$ cat config.mk
export PLATFORM = sky130hd
export DESIGN_NAME = kyo_sprite_addr_gen
export DESIGN_NICKNAME = d
export VERILOG_FILES = /design/src/rtl/kyo_sprite_addr_gen.sv
export SDC_FILE = /design/constraint.sdc
export NUM_CORES = 1
export LEC_CHECK = 0
export CAP_MARGIN = 20
export CORE_ASPECT_RATIO = 0.6
export CORE_MARGIN = 2
export CORE_UTILIZATION = 25
export CTS_CLUSTER_SIZE = 16
export DETAILED_ROUTE_END_ITERATION = 12
export HOLD_SLACK_MARGIN = 0.12
export PLACE_DENSITY = 0.39
export SLEW_MARGIN = 30
export SYNTH_ARGS = -nofsm -noshare
export SYNTH_HDL_FRONTEND = slang
export SYNTH_SLANG_ARGS = --single-unit
$ cat constraint.sdc
create_clock -name vga_clk -period 6.7 [get_ports vga_clk]
set_clock_uncertainty 0.2 [all_clocks]
set_input_delay 0.67 -clock vga_clk [delete_from_list [all_inputs] [get_ports vga_clk]]
set_output_delay 0.67 -clock vga_clk [all_outputs]
set_load 0.005 [all_outputs]
$ cat src/rtl/kyo_sprite_addr_gen.sv
// Sprite address generator: maps the raster position to a sprite-ROM word
// address and an in-sprite flag, sequences a multi-frame attack animation
// paced by video frames, and mirrors columns when the fighter faces left.
module kyo_sprite_addr_gen #(
  parameter int SPR_W      = 96,
  parameter int SPR_H      = 112,
  parameter int NUM_FRAMES = 6,
  parameter int HOLD_TICKS = 4,
  parameter int ADDR_W     = 17
) (
  input  logic              vga_clk,
  input  logic              reset,
  input  logic [9:0]        draw_x,
  input  logic [9:0]        draw_y,
  input  logic              frame_tick,
  input  logic [9:0]        sprite_x,
  input  logic [9:0]        sprite_y,
  input  logic              facing_left,
  input  logic              trigger,
  output logic [ADDR_W-1:0] rom_address,
  output logic              in_sprite,
  output logic              busy,
  output logic              anim_done,
  output logic [2:0]        frame_idx
);

  localparam int TC_W = $clog2(HOLD_TICKS + 1);
  localparam logic [TC_W-1:0]   LAST_TICK  = TC_W'(HOLD_TICKS - 1);
  localparam logic [2:0]        LAST_FRAME = 3'(NUM_FRAMES - 1);
  localparam logic [ADDR_W-1:0] FRAME_SZ   = ADDR_W'(SPR_W * SPR_H);

  typedef enum logic {IDLE, PLAY} state_t;

  state_t            state, state_n;
  logic [TC_W-1:0]   tick_cnt, tick_n;
  logic [2:0]        idx_n;
  logic [ADDR_W-1:0] base, base_n;
  logic              done_n;

  logic [9:0]        sx_lat, sy_lat;
  logic              face_lat;

  logic [10:0]       col_p0, row_p0, mcol_p0;
  logic              in_p0;
  logic [ADDR_W-1:0] addr_p0;

  // Position and facing only change at vertical blank so a sprite never tears.
  always_ff @(posedge vga_clk or posedge reset) begin
    if (reset) begin
      sx_lat   <= '0;
      sy_lat   <= '0;
      face_lat <= 1'b0;
    end else if (frame_tick) begin
      sx_lat   <= sprite_x;
      sy_lat   <= sprite_y;
      face_lat <= facing_left;
    end
  end

  // Animation state register: frame index, hold counter and running frame base.
  always_ff @(posedge vga_clk or posedge reset) begin
    if (reset) begin
      state     <= IDLE;
      tick_cnt  <= '0;
      frame_idx <= '0;
      base      <= '0;
      anim_done <= 1'b0;
    end else begin
      state     <= state_n;
      tick_cnt  <= tick_n;
      frame_idx <= idx_n;
      base      <= base_n;
      anim_done <= done_n;
    end
  end

  // Next-state logic: the frame base is accumulated rather than multiplied.
  always_comb begin
    state_n = state;
    tick_n  = tick_cnt;
    idx_n   = frame_idx;
    base_n  = base;
    done_n  = 1'b0;
    case (state)
      IDLE: begin
        tick_n = '0;
        idx_n  = '0;
        base_n = '0;
        // A frame_tick coincident with the trigger is deliberately not counted.
        if (trigger) state_n = PLAY;
      end
      PLAY: begin
        // trigger is ignored here: no restart and no queued request.
        if (frame_tick) begin
          if (tick_cnt == LAST_TICK) begin
            tick_n = '0;
            if (frame_idx < LAST_FRAME) begin
              idx_n  = frame_idx + 3'd1;
              base_n = base + FRAME_SZ;
            end else begin
              idx_n   = '0;
              base_n  = '0;
              done_n  = 1'b1;
              state_n = IDLE;
            end
          end else begin
            tick_n = tick_cnt + 1'b1;
          end
        end
      end
      default: state_n = IDLE;
    endcase
  end

  assign busy = (state == PLAY);

  // Stage p0: hit test, mirroring and address arithmetic on the raw raster position.
  always_comb begin
    col_p0  = {1'b0, draw_x} - {1'b0, sx_lat};
    row_p0  = {1'b0, draw_y} - {1'b0, sy_lat};
    in_p0   = (draw_x >= sx_lat) && (col_p0 < 11'(SPR_W)) &&
              (draw_y >= sy_lat) && (row_p0 < 11'(SPR_H));
    mcol_p0 = face_lat ? (11'(SPR_W - 1) - col_p0) : col_p0;
    addr_p0 = base + ADDR_W'(row_p0) * ADDR_W'(SPR_W) + ADDR_W'(mcol_p0);
  end

  // Stage p0 -> output: register address and flag together, zero outside the box.
  always_ff @(posedge vga_clk or posedge reset) begin
    if (reset) begin
      rom_address <= '0;
      in_sprite   <= 1'b0;
    end else begin
      rom_address <= in_p0 ? addr_p0 : '0;
      in_sprite   <= in_p0;
    end
  end

endmodule

Word-level counts from Yosys, hierarchy flattened
Index checks and enable logic that the tools add are counted.

word-level totals
  logic and storage cells = 54
  register bits = 64
  bits of input ports = 45
  output and inout bits = 23

operators by class
  multipliers = 1
  order comparisons = 5
  add/sub/neg operators = 8
  equal/unequal tests = 3
  reduce and logical (&&, ||, !) cells = 4
  mux-type cells = 22
  bitwise logic cells = 1

operator list
  cell                                                  number
  two-way mux 17 bit                                    4
  one-hot mux 17 bit (2 select lines)                   1
  < comparator 11 x 7 -> 1 bit (second input constant)  2
  subtractor 10 x 10 -> 11 bit                          2
  >= comparator 10 bit                                  2
  adder 17 x 11 -> 17 bit                               1
  adder 17 x 14 -> 17 bit (second input constant)       1
  adder 17 bit                                          1
  two-way mux 3 bit                                     5
  multiplier 11 x 2 -> 12 bit (second input constant)   1
  one-hot mux 3 bit (2 select lines)                    2
  two-way mux 11 bit                                    1
  subtractor 7 x 11 -> 11 bit (first input constant)    1
  two-way mux 1 bit                                     8
  adder 3 x 1 -> 3 bit (second input constant)          2
  equality test 3 x 2 -> 1 bit (second input constant)  1
  logical AND 1 bit                                     3
  < comparator 3 bit (second input constant)            1
  != test 2 x 1 -> 1 bit (second input constant)        1
  != test 2 bit (second input constant)                 1
  one-hot mux 1 bit (2 select lines)                    1
  AND reduction 2 bit                                   1
  inverter 1 bit                                        1

Longest topological paths before layout
Gate-level depths: netlist of run 1.

  depth after elaboration = 6
  mapped depth = 23
  mapped depth without buffers = 23

Worst setup path after synthesis of run 1
No wires, ideal clock.

  path type = input-to-reg
  start = input port draw_x[4]
  end = register rom_address[16]
  cell stages on the path = 18
  library setup time = 0.119 ns
  arrival time = 4.644 ns
  setup slack = 1.738 ns
  data required time = 6.381 ns
  path buffers = 0
  cells stage by stage = ha_1 and2_4 a31oi_1 o211ai_1 nand2_1 xor2_1 a21bo_2 o31ai_1 xnor2_1 fa_1 inv_1 ha_1 and2_1 a31o_2 or4b_1 a221oi_2 xnor2_1 nor2_1

between the ends
  word-level cells in the longest chain between the ends = 6
  elaborated cells between the ends (all ways) = 10
  those cells by class = add/sub (3); order compare (2); mux (2); reduce/logical (3)

RTL lines
  item                                                                             RTL line  source
  start, declared                                                                  13        input logic [9:0] draw_x,
  parallel branches: the longest is 5 deep, another holds adder 17 x 11 -> 17 bit  -
  two-way mux 17 bit *                                                             133       rom_address <= in_p0 ? addr_p0 : '0;
  end signal, assigned                                                             133
  end, declared                                                                    20        output logic [ADDR_W-1:0] rom_address,

Every way passes the cells marked *.
A chain may end at the register's enable or synchronous reset.

Worst setup path after layout of run 1
  start = input port draw_x[1]
  end = register rom_address[16]

The elaborated chain is that of the path after synthesis.

==> reports/summary.txt, run 1 <==
# diodes -> 0
Yosys Warn Count -> 0
critical path's largest stage delay -> 0.52 ns
Root Buffer -> clkbuf_16
RePlAce Congestion -> 0.766
number of global-route vias before repair -> 3225
CTS tree -> done
Starting Density -> 0.255
clock slew at reported path FFs -> 0.08 ns
DIE HEIGHT -> 106 um
Total Routing Usage GR -> 0.114
area delta synth->final -> 25.0%
Routed Wire Length -> 10300 um
Iter 0 DRT Violations -> 149
# setup viols final -> 0
commonest cells after routing, fill and taps aside -> 67 x ha_1, 67 x clkdlybuf4s50_1, 55 x dfrtp_1
Slew @ Worst Pin -> 0.898 ns
I/O pin total -> 68
post-synthesis register bit count -> 55
drt via density -> 4.21
Post-CTS Setup Bufs -> 0
Pwr Density -> 421 mW/mm^2
Synth Flop Type -> dfrtp_1
total number of vias -> 3302
post-cts gate resize count -> 0
post-synthesis average cell area -> 9.14 um^2
Crit path depth -> 19
DR pass1 iterations -> 4
R2R setup slack -> 1.45 ns
ys async rst share -> 1.00
routed len/inst -> 13.1 um
met1 GRT Util -> 0.196
hold path cells -> 1
critical path data required time -> 6.65 ns
Setup TNS -> 0 ns
layout cell share with drive strength beyond 1 -> 0.0436
clock sink count -> 55
Worst R2R Path Depth -> 19
Synth Instances -> 478
initial antenna violation count -> 0
Startpoint Class -> input port
Final period util -> 0.835
Worst VDD drop -> 0.205 mV
Max Cap Viol -> 0
largest net degree at the start of global routing -> 56
global-route wire length before repair -> 16900 um
met2 Use GR -> 0.136
Seq/Total Area, Yosys -> 0.315
grt ovf -> 0
DP Wirelength -> 8410 um
met3 Use GR -> 0.0272
fmax -> 179 MHz
Core ar. -> 0.0171 mm^2
CP Class -> in2reg
CTS max path bufs -> 2
RSZ-0062 raised after global routing -> false
final hold viol count -> 0
slowest CP cell -> fa_1
Netlist Area Pre-Place -> 0.00437 mm^2
worst skew pair latency -> 0.30 ns
DIE AREA -> 0.0186 mm^2
H-Tree Depth -> 2
CP delay by family, top -> compound AO/OA/AOI/OAI gates
Die W -> 175 um
Slew Viols, Final -> 0
Yosys cell types -> 55
Rel. slew slack -> 0.396
Pleak -> 2.54 nW
antenna-violating nets left -> 0
nets -> 668
CP Cell Sequence -> clkdlybuf4s50_1, ha_1, nor2b_1, o21ai_0, o211ai_1, nand2_1, xor2_1, a21bo_2, o31ai_1, xnor2_1, fa_1, inv_1, ha_1, and2_1, a31o_2, or4b_1, a221oi_2, xnor2_1, nor2_1
crit end category -> register
I/O Buffers -> 67
EDFF count, synth -> 0
worst path bufs/invs -> 2
crit path max fanout -> 6
residual DRC count -> 0
post-layout util -> 0.319
Core Rows -> 37
cts hold-fix bufs -> 0
status -> completed
min Tclk post-route -> 5.59 ns
Design Power -> 2.30 mW
global routing's busiest layer -> met1
Worst EP arrival -> 5.55 ns
Min-Delay Path Class -> reg2reg
total CTS buffers -> 5
==> synthesized netlist by cell type, drive strengths merged, types with 4 or more instances <==
master,instances,area (um^2)
xor2,25,219
inv,43,161
fa,6,120
nand2,36,135
dfrtp,55,1380
nor3,4,20.0
o31ai,4,35.0
xnor2,26,228
a21o,12,90.1
and3,5,31.3
clkbuf,6,22.5
a31oi,4,25.0
nor2,42,158
nand2b,9,63.8
ha,67,838
nor2b,10,62.6
nand3,6,30.0
or3,5,31.3
o21ai,46,234
a21oi,22,110
==> cell families (layout without fill, tap and decap cells) <==
kind of cell             Yosys count  in the layout  synth area share
AO/OA/AOI/OAI                    109            109             0.154
XOR/XNOR                          51             51             0.102
adder cells (fa/ha/maj)           73             73             0.219
buffers and inverters             51            120            0.0473
flip-flops                        55             55             0.315
multiplexers                       5              5            0.0123
other                              2              6           0.00172
AND/OR/NAND/NOR                  132            132             0.148
==> through the flow <==
stage	cell area [um^2]	setup WS, ns	hold WS (ns)	cells
final	5460	1.11	0.324	785
after global routing	5460	0.772	0.340	785
after CTS	5460	1.11	0.334	785
after detailed placement	5320	0.803	0.313	777
after global placement	5320	0.958	0.302	777
after floorplan	4380	1.74	0.285	482
==> routing by layer <==
layer	vias up	wire, um
li1	1773	-
met1	1463	6410
met2	60	3330
met3	6	437
met4	0	77
met5	-	0
==> flip-flops by register name, indices dropped and copies added (netlist names), 3 cells and up <==
register	flops
frame_idx	3
tick_cnt	3
base	8
rom_address	17
sy_lat	10
sx_lat	10
==> power breakdown <==
part | switching [mW] | internal, mW | total, mW
registers | 0.0462 | 0.382 | 0.429
logic | 0.885 | 0.720 | 1.60
clock network | 0.128 | 0.138 | 0.267
total | 1.06 | 1.24 | 2.30
==> final cells by class <==
cell class,count,area (um^2)
clock inverter,3,20.0
multi-input combinational,376,2800
timing repair buffer,69,686
fill,1811,11700
sequential,55,1380
clock buffer,5,125
inverter,43,161
tap,234,293
==> final timing paths <==
path | from | endpoint
setup / recovery | draw_x[1] | rom_address[16]
hold / removal | sx_lat[0] | sx_lat[0]
setup reg to reg | sx_lat[1] | rom_address[16]
hold reg to reg | sx_lat[0] | sx_lat[0]
max in group asynchronous | reset | sy_lat[3]
min in group asynchronous | reset | base[15]
Power figures use the tool's default switching activity.
==> inputs of run 2 (changes only) <==
==> constraint.sdc (replaced) <==
create_clock -name vga_clk -period 5.4 [get_ports vga_clk]
set_clock_uncertainty 0.2 [all_clocks]
set_input_delay 0.54 -clock vga_clk [delete_from_list [all_inputs] [get_ports vga_clk]]
set_output_delay 0.54 -clock vga_clk [all_outputs]
set_load 0.005 [all_outputs]
==> run 2 against run 1 <==
Setup slack worse by 0.82 ns. Combinational power rose by 42%. Power grew 36%. Register-to-register slack lost 0.89 ns. Die area is the same. Hold slack improved by 0.0013 ns. Clock power increased by 18%. Clock-buffer cell count rose by 1. Sequential power grew 24%. Non-clock buffer count rose by 42. Global-route usage is 0.69 points higher. Critical path type unchanged. Critical endpoint unchanged. Largest power group unchanged.
==> reports/summary.txt, run 2 (synthesis gave the netlist of run 1 again) <==
RePlAce Congestion -> 0.759 (was 0.766)
post-route cell area -> 0.00578 mm^2 (was 0.00546 mm^2)
# diodes -> 0 (unchanged)
Slew Viols, Final -> 0 (unchanged)
Worst EP arrival -> 5.10 ns (was 5.55 ns)
CTS tree -> done (unchanged)
Total Routing Usage GR -> 0.121 (was 0.114)
slowest CP cell -> fa_1 (unchanged)
Min-Delay Path Class -> reg2reg (unchanged)
Worst Setup SP -> draw_x[0] (was draw_x[1])
# setup viols final -> 0 (unchanged)
final hold viol count -> 0 (unchanged)
placed cells -> 819 (was 777)
total CTS buffers -> 5 (unchanged)
crit path max fanout -> 3 (was 6)
Most Frequent Cell on Critical Path -> inv_1
min Tclk post-route -> 5.12 ns
H-Tree Depth -> 2 (unchanged)
max FFs per register -> 17 (unchanged)
area occupied by multi-input gates -> 0.00282 mm^2 (was 0.00280 mm^2)
Hold Startpoint -> sy_lat[0] (was sx_lat[0])
Core ar. -> 0.0171 mm^2 (unchanged)
Core Rows -> 37 (unchanged)
number of global-route vias before repair -> 3437 (was 3225)
cts hold-fix bufs -> 0 (unchanged)
DR pass1 iterations -> 6 (was 4)
Iter 0 DRT Violations -> 115 (was 149)
clock slew at reported path FFs -> 0.07 ns (was 0.08 ns)
global-route wire length before repair -> 18000 um (was 16900 um)
largest net degree at the start of global routing -> 56 (unchanged)
critical path's largest stage delay -> 0.52 ns (about the same)
Slew @ Worst Pin -> 0.901 ns (was 0.898 ns)
nets -> 710 (was 668)
Pleak -> 2.74 nW (was 2.54 nW)
largest register by flop count -> rom_address (unchanged)
DIE AREA -> 0.0186 mm^2 (unchanged)
Root Buffer -> clkbuf_16 (unchanged)
Filler cells -> 1808 (was 1811)
I/O Buffers -> 67 (unchanged)
antenna-violating nets left -> 0 (unchanged)
initial antenna violation count -> 0 (unchanged)
Pwr Density -> 542 mW/mm^2 (was 421 mW/mm^2)
Routed Wire Length -> 10600 um (was 10300 um)
CTS max path bufs -> 2 (unchanged)
total number of vias -> 3455 (was 3302)
CP Class -> in2reg (unchanged)
DP Wirelength -> 8770 um (was 8410 um)
routed len/inst -> 12.9 um (was 13.1 um)
placed cell area -> 0.00563 mm^2 (was 0.00532 mm^2)
DIE HEIGHT -> 106 um (unchanged)
status -> completed (unchanged)
Startpoint Class -> input port (unchanged)
biggest regs -> rom_address (17), sx_lat (10), sy_lat (10) (unchanged)
Die W -> 175 um (unchanged)
post-layout util -> 0.337 (was 0.319)
Cell Count, Final, Fillers Out -> 825 (was 785)
Design Power -> 3.13 mW (was 2.30 mW)
Max Cap Viol -> 0 (unchanged)
CP Cell Sequence -> clkdlybuf4s50_1, inv_1, ha_1, inv_1, fa_1, a21oi_1, o211ai_2, xnor2_2, inv_1, a21bo_2, o31ai_1, xnor2_1, fa_1, inv_1, ha_1, and2_1, a31o_2, or4b_1, a221oi_2, xnor2_1, nor2_1 (was clkdlybuf4s50_1, ha_1, nor2b_1, o21ai_0, o211ai_1, nand2_1, xor2_1, a21bo_2, o31ai_1, xnor2_1, fa_1, inv_1, ha_1, and2_1, a31o_2, or4b_1, a221oi_2, xnor2_1, nor2_1)
Worst VDD drop -> 0.256 mV (was 0.205 mV)
RSZ-0062 raised after global routing -> false (unchanged)
residual DRC count -> 0 (unchanged)
FF-to-FF Start -> sx_lat[1] (unchanged)
Hold WS -> 0.326 ns (was 0.324 ns)
FF+latch area -> 0.00138 mm^2 (unchanged)
grt ovf -> 0 (unchanged)
layout cell share with drive strength beyond 1 -> 0.112 (was 0.0436)
commonest cells after routing, fill and taps aside -> 67 x ha_1, 67 x clkdlybuf4s50_1, 55 x dfrtp_1 (unchanged)
Starting Density -> 0.255 (unchanged)
fmax -> 196 MHz
critical path data required time -> 5.38 ns (was 6.65 ns)
crit end category -> register (unchanged)
drt via density -> 4.19 (was 4.21)
clock sink count -> 55 (unchanged)
area delta synth->final -> 32.3% (was 25.0%)
Final period util -> 0.947
worst skew pair latency -> 0.29 ns (was 0.30 ns)
Rel. slew slack -> 0.394 (was 0.396)
I/O pin total -> 68 (unchanged)
## run 2: critical path: cells and delay by family
kind	cells	cell delay, ns
AO/OA/AOI/OAI	6	1.34
XOR/XNOR	3	0.47
adder cells (fa/ha/maj)	4	1.37
buffers and inverters	5	0.63
AND/OR/NAND/NOR	3	0.72
## run 2: layout make-up
type                       count  area share
timing repair buffer         111       0.173
tap                          234      0.0507
sequential                    55       0.238
inverter                      43      0.0279
multi-input combinational    376       0.488
clock buffer                   6      0.0223
## run 2: routing by layer
layer,up-vias,share of wire,track usage
li1,1849,-,-
met1,1549,0.62,0.204
met5,-,0,0
met2,55,0.34,0.150
met3,2,0.039,0.0258
met4,0,0.0041,0.0196
## run 2: through the flow
step / setup TNS, ns / worst slack, ns
2_1_floorplan: 0 / 0.568
3_3_place_gp: 0 / 0.00106
3_5_place_dp: -0.206 / -0.0896
4_1_cts: 0 / 0.215
5_1_grt: 0 / 0.00942
6_report: 0 / 0.285
## run 2: worst paths after layout
check	to	cells after the start	slack, ns
max in group asynchronous	rom_address[0]	3	3.94
setup reg to reg	rom_address[16]	20	0.56
setup / recovery	rom_address[16]	21	0.28
hold / removal	sy_lat[0]	1	0.33
hold reg to reg	sy_lat[0]	1	0.33
min in group asynchronous	rom_address[15]	3	0.57
## run 2: where the power goes
| part | internal [mW] | leakage [nW] | switching (mW) | total (mW) |
|---|---|---|---|---|
| registers | 0.475 | 0.704 | 0.0592 | 0.534 |
| logic | 1.12 | 1.97 | 1.16 | 2.28 |
| clock network | 0.168 | 0.0628 | 0.148 | 0.315 |
| total | 1.76 | 2.74 | 1.37 | 3.13 |
## run 2: repair_timing
| action | 4_1_cts | 5_1_grt |
|---|---|---|
| setup buffers | 0 | 0 |
| resized for setup | 0 | 3 |
| setup endpoints to repair | 0 | 3 |
